--- config.mk ---
export PLATFORM = sky130hd
export DESIGN_NAME = miriscv_instr_decoder_flat
export DESIGN_NICKNAME = d
export VERILOG_FILES = /design/src/rtl/miriscv_instr_decoder_if.sv /design/src/rtl/miriscv_instr_decoder.sv /design/src/flat_wrapper.sv
export SDC_FILE = /design/constraint.sdc
export NUM_CORES = 1
export LEC_CHECK = 0
export ABC_AREA = 0
export CORE_MARGIN = 2
export CORE_UTILIZATION = 27
export DETAILED_ROUTE_END_ITERATION = 8
export PLACE_DENSITY = 0.79
export REMOVE_ABC_BUFFERS = 1
export SKIP_LAST_GASP = 1
export SLEW_MARGIN = 0
export SYNTH_ARGS = -nofsm -noshare
export SYNTH_HDL_FRONTEND = slang
export SYNTH_SLANG_ARGS = --single-unit
--- constraint.sdc ---
create_clock -name vclk -period 1.87
set_input_delay 0.187 -clock vclk [all_inputs]
set_output_delay 0.187 -clock vclk [all_outputs]
set_load 0.05 [all_outputs]
--- src/rtl/miriscv_instr_decoder_if.sv ---
// Decode-stage bundle: fetched instruction in, decoded control fields out.
interface miriscv_instr_decoder_if;
  localparam int ALU_OP_WIDTH = 5;

  logic [31:0]             fetched_instr_i;
  logic [1:0]              ex_op_a_sel_o;
  logic [2:0]              ex_op_b_sel_o;
  logic [ALU_OP_WIDTH-1:0] alu_op_o;
  logic                    mem_req_o;
  logic                    mem_we_o;
  logic [2:0]              mem_size_o;
  logic                    gpr_we_a_o;
  logic                    wb_src_sel_o;
  logic                    illegal_instr_o;
  logic                    branch_o;
  logic                    jal_o;
  logic                    jalr_o;

  modport master (
    output fetched_instr_i,
    input  ex_op_a_sel_o, ex_op_b_sel_o, alu_op_o,
    input  mem_req_o, mem_we_o, mem_size_o,
    input  gpr_we_a_o, wb_src_sel_o, illegal_instr_o,
    input  branch_o, jal_o, jalr_o
  );

  modport slave (
    input  fetched_instr_i,
    output ex_op_a_sel_o, ex_op_b_sel_o, alu_op_o,
    output mem_req_o, mem_we_o, mem_size_o,
    output gpr_we_a_o, wb_src_sel_o, illegal_instr_o,
    output branch_o, jal_o, jalr_o
  );
endinterface

--- src/rtl/miriscv_instr_decoder.sv ---
// RV32I main decoder: combinational instruction-to-control mapping,
// outputs held at zero while the async reset is asserted.
module miriscv_instr_decoder (
  input logic                    clk_i,
  input logic                    arstn_i,
  miriscv_instr_decoder_if.slave dec
);
  localparam logic [4:0] OPC_LOAD  = 5'b00000;
  localparam logic [4:0] OPC_MISC  = 5'b00011;
  localparam logic [4:0] OPC_OPIMM = 5'b00100;
  localparam logic [4:0] OPC_AUIPC = 5'b00101;
  localparam logic [4:0] OPC_STORE = 5'b01000;
  localparam logic [4:0] OPC_OP    = 5'b01100;
  localparam logic [4:0] OPC_LUI   = 5'b01101;
  localparam logic [4:0] OPC_BR    = 5'b11000;
  localparam logic [4:0] OPC_JALR  = 5'b11001;
  localparam logic [4:0] OPC_JAL   = 5'b11011;
  localparam logic [4:0] OPC_SYS   = 5'b11100;

  localparam logic [4:0] ALU_ADD = 5'b00000;
  localparam logic [4:0] ALU_SUB = 5'b01000;
  localparam logic [4:0] ALU_SRL = 5'b00101;
  localparam logic [4:0] ALU_SRA = 5'b01101;

  localparam logic [1:0] A_RS1  = 2'd0;
  localparam logic [1:0] A_PC   = 2'd1;
  localparam logic [1:0] A_ZERO = 2'd2;

  localparam logic [2:0] B_RS2  = 3'd0;
  localparam logic [2:0] B_IMMI = 3'd1;
  localparam logic [2:0] B_IMMU = 3'd2;
  localparam logic [2:0] B_IMMS = 3'd3;
  localparam logic [2:0] B_INCR = 3'd4;

  logic unused_clk;
  assign unused_clk = clk_i;

  logic [31:0] instr;
  logic [4:0]  opc;
  logic [2:0]  f3;
  logic [6:0]  f7;

  assign instr = dec.fetched_instr_i;
  assign opc   = instr[6:2];
  assign f3    = instr[14:12];
  assign f7    = instr[31:25];

  logic [1:0] a_sel;
  logic [2:0] b_sel;
  logic [4:0] alu;
  logic       req;
  logic       we;
  logic [2:0] size;
  logic       gpr;
  logic       wb;
  logic       ill;
  logic       br;
  logic       jal;
  logic       jalr;

  always_comb begin
    a_sel = A_RS1;
    b_sel = B_RS2;
    alu   = ALU_ADD;
    req   = 1'b0;
    we    = 1'b0;
    size  = 3'd0;
    gpr   = 1'b0;
    wb    = 1'b0;
    ill   = 1'b0;
    br    = 1'b0;
    jal   = 1'b0;
    jalr  = 1'b0;
    if (instr[1:0] != 2'b11) begin
      ill = 1'b1;
    end else begin
      case (opc)
        OPC_OP: begin
          gpr = 1'b1;
          if (f7 == 7'h00) alu = {2'b00, f3};
          else if (f7 == 7'h20 && f3 == 3'b000) alu = ALU_SUB;
          else if (f7 == 7'h20 && f3 == 3'b101) alu = ALU_SRA;
          else ill = 1'b1;
        end
        OPC_OPIMM: begin
          b_sel = B_IMMI;
          gpr   = 1'b1;
          alu   = {2'b00, f3};
          // shift-immediates carry funct7 in the upper immediate bits
          if (f3 == 3'b001 && f7 != 7'h00) ill = 1'b1;
          if (f3 == 3'b101) begin
            if (f7 == 7'h00) alu = ALU_SRL;
            else if (f7 == 7'h20) alu = ALU_SRA;
            else ill = 1'b1;
          end
        end
        OPC_LOAD: begin
          b_sel = B_IMMI;
          req   = 1'b1;
          size  = f3;
          gpr   = 1'b1;
          wb    = 1'b1;
          if (f3 == 3'b011 || f3[2:1] == 2'b11) ill = 1'b1;
        end
        OPC_STORE: begin
          b_sel = B_IMMS;
          req   = 1'b1;
          we    = 1'b1;
          size  = f3;
          if (f3 > 3'b010) ill = 1'b1;
        end
        OPC_BR: begin
          br  = 1'b1;
          alu = {2'b11, f3};
          if (f3[2:1] == 2'b01) ill = 1'b1;
        end
        OPC_JAL: begin
          a_sel = A_PC;
          b_sel = B_INCR;
          gpr   = 1'b1;
          jal   = 1'b1;
        end
        OPC_JALR: begin
          a_sel = A_PC;
          b_sel = B_INCR;
          gpr   = 1'b1;
          jalr  = 1'b1;
          if (f3 != 3'b000) ill = 1'b1;
        end
        OPC_LUI: begin
          a_sel = A_ZERO;
          b_sel = B_IMMU;
          gpr   = 1'b1;
        end
        OPC_AUIPC: begin
          a_sel = A_PC;
          b_sel = B_IMMU;
          gpr   = 1'b1;
        end
        OPC_MISC: begin
          if (f3 != 3'b000) ill = 1'b1;
        end
        OPC_SYS: begin
          if (instr != 32'h0000_0073 && instr != 32'h0010_0073)
            ill = 1'b1;
        end
        default: ill = 1'b1;
      endcase
    end
    if (ill) begin
      req  = 1'b0;
      we   = 1'b0;
      gpr  = 1'b0;
      br   = 1'b0;
      jal  = 1'b0;
      jalr = 1'b0;
    end
  end

  // reset gating is combinational so outputs clear the instant arstn_i drops
  always_comb begin
    dec.ex_op_a_sel_o   = arstn_i ? a_sel : 2'd0;
    dec.ex_op_b_sel_o   = arstn_i ? b_sel : 3'd0;
    dec.alu_op_o        = arstn_i ? alu   : ALU_ADD;
    dec.mem_req_o       = arstn_i & req;
    dec.mem_we_o        = arstn_i & we;
    dec.mem_size_o      = arstn_i ? size  : 3'd0;
    dec.gpr_we_a_o      = arstn_i & gpr;
    dec.wb_src_sel_o    = arstn_i & wb;
    dec.illegal_instr_o = arstn_i & ill;
    dec.branch_o        = arstn_i & br;
    dec.jal_o           = arstn_i & jal;
    dec.jalr_o          = arstn_i & jalr;
  end
endmodule

--- src/flat_wrapper.sv ---
// flat-port wrapper written by rule: the top's interface ports become plain ports
module miriscv_instr_decoder_flat 
  (clk_i, arstn_i, dec_fetched_instr_i, dec_ex_op_a_sel_o, dec_ex_op_b_sel_o, dec_alu_op_o, dec_mem_req_o, dec_mem_we_o, dec_mem_size_o, dec_gpr_we_a_o, dec_wb_src_sel_o, dec_illegal_instr_o, dec_branch_o, dec_jal_o, dec_jalr_o);
  miriscv_instr_decoder_if dec_i ();
  input logic clk_i;
  input logic arstn_i;
  input wire logic [$bits(dec_i.fetched_instr_i)-1:0] dec_fetched_instr_i;
  output wire logic [$bits(dec_i.ex_op_a_sel_o)-1:0] dec_ex_op_a_sel_o;
  output wire logic [$bits(dec_i.ex_op_b_sel_o)-1:0] dec_ex_op_b_sel_o;
  output wire logic [$bits(dec_i.alu_op_o)-1:0] dec_alu_op_o;
  output wire logic [$bits(dec_i.mem_req_o)-1:0] dec_mem_req_o;
  output wire logic [$bits(dec_i.mem_we_o)-1:0] dec_mem_we_o;
  output wire logic [$bits(dec_i.mem_size_o)-1:0] dec_mem_size_o;
  output wire logic [$bits(dec_i.gpr_we_a_o)-1:0] dec_gpr_we_a_o;
  output wire logic [$bits(dec_i.wb_src_sel_o)-1:0] dec_wb_src_sel_o;
  output wire logic [$bits(dec_i.illegal_instr_o)-1:0] dec_illegal_instr_o;
  output wire logic [$bits(dec_i.branch_o)-1:0] dec_branch_o;
  output wire logic [$bits(dec_i.jal_o)-1:0] dec_jal_o;
  output wire logic [$bits(dec_i.jalr_o)-1:0] dec_jalr_o;
  assign dec_i.fetched_instr_i = dec_fetched_instr_i;
  assign dec_ex_op_a_sel_o = dec_i.ex_op_a_sel_o;
  assign dec_ex_op_b_sel_o = dec_i.ex_op_b_sel_o;
  assign dec_alu_op_o = dec_i.alu_op_o;
  assign dec_mem_req_o = dec_i.mem_req_o;
  assign dec_mem_we_o = dec_i.mem_we_o;
  assign dec_mem_size_o = dec_i.mem_size_o;
  assign dec_gpr_we_a_o = dec_i.gpr_we_a_o;
  assign dec_wb_src_sel_o = dec_i.wb_src_sel_o;
  assign dec_illegal_instr_o = dec_i.illegal_instr_o;
  assign dec_branch_o = dec_i.branch_o;
  assign dec_jal_o = dec_i.jal_o;
  assign dec_jalr_o = dec_i.jalr_o;
  miriscv_instr_decoder u_core (.clk_i(clk_i), .arstn_i(arstn_i), .dec(dec_i));
endmodule
; Yosys cells after proc, flatten, opt, wreduce, memory -nomap -nowiden
; Cells that the tools add are included.
[classes]
n_lt_le_gt_ge = 1
bitwise_logic = 8
n_mux = 52
reduce_logical = 18
n_eq_ne = 19
[ops]
columns = operator, n
row1 = $mux W1, 33
row2 = $ne A32 B21 Y1 const B, 1
row3 = $ne A32 B7 Y1 const B, 1
row4 = $mux W5, 6
row5 = $eq A5 B5 Y1 const B, 4
row6 = $eq A5 B4 Y1 const B, 3
row7 = $mux W3, 5
row8 = $pmux W5 S3, 1
row9 = $pmux W3 S4, 1
row10 = $eq A5 B3 Y1 const B, 2
row11 = $reduce_or A2 Y1, 5
row12 = $and A1 B1 Y1, 8
row13 = $mux W4, 2
row14 = $pmux W1 S8, 1
row15 = $eq A7 B6 Y1 const B, 1
row16 = $logic_not A7 Y1, 1
row17 = $reduce_bool A7 Y1, 1
row18 = $reduce_or A7 Y1, 1
row19 = $reduce_or A3 Y1, 2
row20 = $eq A5 B2 Y1 const B, 1
row21 = $logic_not A5 Y1, 1
row22 = $logic_and A1 B1 Y1, 4
row23 = $mux W2, 2
row24 = $pmux W2 S2, 1
row25 = other kinds (10), 10
[word_totals]
out_inout_bits = 21
elab_cells = 98
ff_bits = 0

; Logic depth before layout (Yosys ltp)
[logic_depth]
word_depth = 10
mapped_depth = 7

; Worst setup path after synthesis
; Ideal clock, no wire load.
[synth_timing]
kind = input to output
from = in dec_fetched_instr_i[25]
to = out dec_jalr_o
stages = 5
path_buffers = 0
t_arrival_ns = 2.607
setup_slack_ns = -0.924
cell_sequence = or4_4 > or4_1 > o211ai_2 > nand4_4 > nor3_1
[synth_via]
elab_chain_len = 10
[synth_rtl]
columns = element, line
row1 = "start, declared", flat_wrapper.sv:7  ; input wire logic [$bits(dec_i.fetched_instr_i)-1:0] dec_fetched_instr_i;
row2 = $reduce_bool A7 Y1, miriscv_instr_decoder.sv:90  ; if (f3 == 3'b001 && f7 != 7'h00) ill = 1'b1;
row3 = $logic_and A1 B1 Y1, miriscv_instr_decoder.sv:90
row4 = $mux W1, miriscv_instr_decoder.sv:90
row5 = $mux W1, miriscv_instr_decoder.sv:93  ; else if (f7 == 7'h20) alu = ALU_SRA;
row6 = $mux W1, miriscv_instr_decoder.sv:92  ; if (f7 == 7'h00) alu = ALU_SRL;
row7 = $mux W1, miriscv_instr_decoder.sv:91  ; if (f3 == 3'b101) begin
row8 = $pmux W1 S8 (*), miriscv_instr_decoder.sv:77  ; case (opc)
row9 = $mux W1 (*), miriscv_instr_decoder.sv:74  ; if (instr[1:0] != 2'b11) begin
row10 = $mux W1 (*), miriscv_instr_decoder.sv:150  ; if (ill) begin
row11 = $and A1 B1 Y1 (*), miriscv_instr_decoder.sv:173  ; dec.jalr_o = arstn_i & jalr;
row12 = "end, declared", flat_wrapper.sv:19  ; output wire logic [$bits(dec_i.jalr_o)-1:0] dec_jalr_o;
; Mark *: on every way between the ends. The rest lies on a longest branch, timed or not.

; Worst setup path after layout
[layout_timing]
from = in dec_fetched_instr_i[23]
to = out dec_branch_o
[layout_via]
elab_chain_len = 7
[layout_rtl]
columns = element, line
row1 = $ne A32 B7 Y1 / $ne A32 B21 Y1 (equally long branches), miriscv_instr_decoder.sv:144  ; if (instr != 32'h0000_0073 && instr != 32'h0010_0073)
row2 = $logic_and A1 B1 Y1 (*), miriscv_instr_decoder.sv:144
row3 = $mux W1 (*), miriscv_instr_decoder.sv:144
row4 = $pmux W1 S8 (*), miriscv_instr_decoder.sv:77
row5 = $mux W1 (*), miriscv_instr_decoder.sv:74
row6 = $mux W1 (*), miriscv_instr_decoder.sv:150
row7 = $and A1 B1 Y1 (*), miriscv_instr_decoder.sv:171  ; dec.branch_o = arstn_i & br;
row8 = "end, declared", flat_wrapper.sv:17  ; output wire logic [$bits(dec_i.branch_o)-1:0] dec_branch_o;
; Marked as above.

==> impl_results.rst <==
.. list-table::
   :header-rows: 1

   * - Metric
     - Value
   * - Starting utilization of the core area
     - 27.8%
   * - Most area-hungry cell type in the Yosys netlist
     - sky130_fd_sc_hd__and2_1
   * - Worst Setup Slack post-DPL
     - -0.815 ns
   * - Final antenna diode count
     - 0
   * - DR vias
     - 1145
   * - Largest family of logic cells by synthesized area
     - simple AND/OR/NAND/NOR gates
   * - HP Class
     - in2out
   * - Die Ht
     - 48.3 um
   * - Count of cell types in the netlist
     - 35
   * - Num sequential
     - 0
   * - Number of maximum-capacitance violations
     - 0
   * - Worst rel slew slack
     - 65.3%
   * - Yosys top cell area share
     - 8.27%
   * - First-pass GRT wire length
     - 4.85 mm
   * - Compound-Gate Fraction of Synth Area
     - 28.4%
   * - Remaining Overflow, GRT
     - 0
   * - Ports
     - 55
   * - Via count of the first global-routing pass
     - 1068
   * - Top library cells by usage in the layout, fill and taps aside
     - sky130_fd_sc_hd__buf_4 (31), sky130_fd_sc_hd__buf_12 (20), sky130_fd_sc_hd__clkdlybuf4s50_1 (14), sky130_fd_sc_hd__buf_6 (8), sky130_fd_sc_hd__and2_4 (6)
   * - Fin util
     - 90.6%
   * - Residual DRC
     - 0
   * - Leading cell type in the layout, fill and taps excluded
     - sky130_fd_sc_hd__buf_4
   * - Footprint of the flip-flops and latches
     - 0 sq um
   * - Result of the run
     - complete, but fails checks
   * - Arrival time of the worst setup path
     - 2.32 ns
   * - XOR/XNOR share of the synthesized area
     - 0%
   * - Max-slew violation count
     - 0
   * - Multiplexer fraction of the synthesized cell area
     - 0%
   * - Avg WL per Cell
     - 20.4 um
   * - Largest net degree at the start of global routing
     - 11
   * - Cell area after synthesis
     - 529 sq um
   * - Type of the worst setup path
     - in2out
   * - # setup viols final
     - 11
   * - Min Tclk post-route
     - 2.51 ns
   * - Launching instance or port of the critical path
     - dec_fetched_instr_i[23]
   * - Total track usage
     - 29.8%
   * - Area overhead of the layout relative to synthesis
     - 226%
   * - Die Width
     - 48.3 um
   * - Routed Wire Length
     - 4.02 mm
   * - Final Hold Vio Count
     - 0
   * - Critical Path End
     - dec_branch_o
   * - Data required time of the worst path
     - 1.68 ns
   * - Avg Inst Size Synth
     - 6.15 sq um
   * - Highest achievable clock rate
     - 0.398 GHz
   * - Post-route cell area
     - 1720 sq um
   * - Leak
     - 0.753 nW
   * - Share of cells above drive strength 1
     - 60.0%
   * - Number of fill cells
     - 70
   * - Per-cell via count in the routed design
     - 5.81
   * - Yosys warning total
     - 0
   * - Clock buffer instance count of the final layout
     - 0
   * - FP Rows
     - 16
   * - Max VDD drop
     - 0.136 mV
   * - Most area-consuming cells after synthesis
     - sky130_fd_sc_hd__and2_1 (8.3%), sky130_fd_sc_hd__nor2_1 (5.7%), sky130_fd_sc_hd__nand2b_1 (4.7%), sky130_fd_sc_hd__nor3_1 (4.7%), sky130_fd_sc_hd__o21ai_0 (4.7%)
   * - Failing checks
     - negative setup slack
   * - Aggregate negative setup slack
     - -4.17 ns
   * - Crit share post-route
     - 134%
   * - Sum of internal, switching and leakage power
     - 238 uW
   * - Post-synthesis simple-gate area fraction
     - 66.0%
   * - Count of port buffers added during placement
     - 53
   * - Power density over the cells
     - 138 nW/um^2
   * - Adder and majority gate portion of the synthesized area
     - 0%
   * - Setup WS post-layout
     - -0.642 ns
   * - Routability-driven placement congestion ratio
     - 0.890
   * - Initial DRT Pass Iterations
     - 4
   * - Sum of net half-perimeters after detailed placement
     - 2.39 mm
   * - Detail Route Antenna Nets
     - 0
   * - Final net count
     - 206
   * - Synth Instances
     - 86
   * - Endpoint type of the worst setup path
     - output pin
   * - Drt first-iter violations
     - 71
   * - Placeable core region
     - 1900 sq um
   * - Worst-path maximum fanout
     - 6
   * - Overall die area
     - 2330 sq um
   * - Number of antenna violations at the first check in global routing
     - 0
   * - Slew @ Worst Pin
     - 0.513 ns
   * - Share of synthesized area occupied by flip-flops and latches
     - 0%
   * - Unrepaired setup endpoints after global routing
     - yes
   * - Placed Area
     - 1520 sq um
   * - Hold bufs inserted after CTS
     - 0
   * - Startpoint kind of the worst setup timing path
     - input pin
[power breakdown]
part / internal (mW) / total, mW / leakage, nW / switching [mW]
combinational: 0.124 / 0.238 / 0.753 / 0.114
sequential: 0 / 0 / 0 / 0
clock: 0 / 0 / 0 / 0
[worst max-delay path: stages]
cell and delay, ns:
sky130_fd_sc_hd__clkdlybuf4s50_1 0.41, sky130_fd_sc_hd__nor4b_1 0.51, sky130_fd_sc_hd__nand4_1 0.25, sky130_fd_sc_hd__o211ai_4 0.24, sky130_fd_sc_hd__nand4_4 0.21, sky130_fd_sc_hd__nor2_1 0.33, sky130_fd_sc_hd__buf_12 0.18
[cells by family (layout without fill, tap and decap cells)]
kind of cell / after synthesis / in the layout
compound gates: 21 / 21
buf+inv: 8 / 92
simple gates: 57 / 57
[how the worst min path moves through the flow]
stage | startpoint | to | slack [ns] | depth (start not counted)
6_report | dec_fetched_instr_i[12] | dec_alu_op_o[0] | 0.96 | 3
5_1_grt | dec_fetched_instr_i[12] | dec_alu_op_o[0] | 0.98 | 3
4_1_cts | dec_fetched_instr_i[4] | dec_mem_we_o | 1.01 | 4
3_5_place_dp | arstn_i | dec_illegal_instr_o | 1.17 | 3
3_3_place_gp | arstn_i | dec_illegal_instr_o | 1.17 | 3
2_1_floorplan | dec_fetched_instr_i[4] | dec_mem_we_o | 0.48 | 1
[cell type report]
class	count	area [sq um]	area share, %
Multi-Input combinational cell	78	669	38.9
Timing Repair Buffer	88	1000	58.3
Tap cell	27	33.8	1.96
Inverter	4	15.0	0.871
[per-stage QoR]
| step | hold slack, ns | std cells |
|---|---|---|
| final | 0.957 | 197 |
| after global routing | 0.981 | 197 |
| after CTS | 1.01 | 196 |
| after detailed placement | 1.17 | 195 |
| after global placement | 1.17 | 195 |
| after floorplan | 0.481 | 82 |
[cells in the mapped netlist, types with 4 or more instances]
library cell	n
sky130_fd_sc_hd__and2_1	7
sky130_fd_sc_hd__inv_1	4
sky130_fd_sc_hd__nand2_1	5
sky130_fd_sc_hd__nand2b_1	4
sky130_fd_sc_hd__nand3_1	4
sky130_fd_sc_hd__nor2_1	8
sky130_fd_sc_hd__nor3_1	5
sky130_fd_sc_hd__o21ai_0	5
sky130_fd_sc_hd__or2_2	4
[layer usage]
metal	vias up	routed length [um]	GRT usage [%]
met5	-	0	0
met4	0	179	13.0
met3	20	320	2.22
met1	536	1310	30.5
li1	497	-	-
met2	92	2210	59.7
[timing repair]
action,CTS,global route
buffers inserted,1,2
setup endpoints to repair,21,19
resized for setup,57,27
pin swaps,15,18
gates cloned,0,0
No activity file was read; power rests on OpenSTA's default activity.
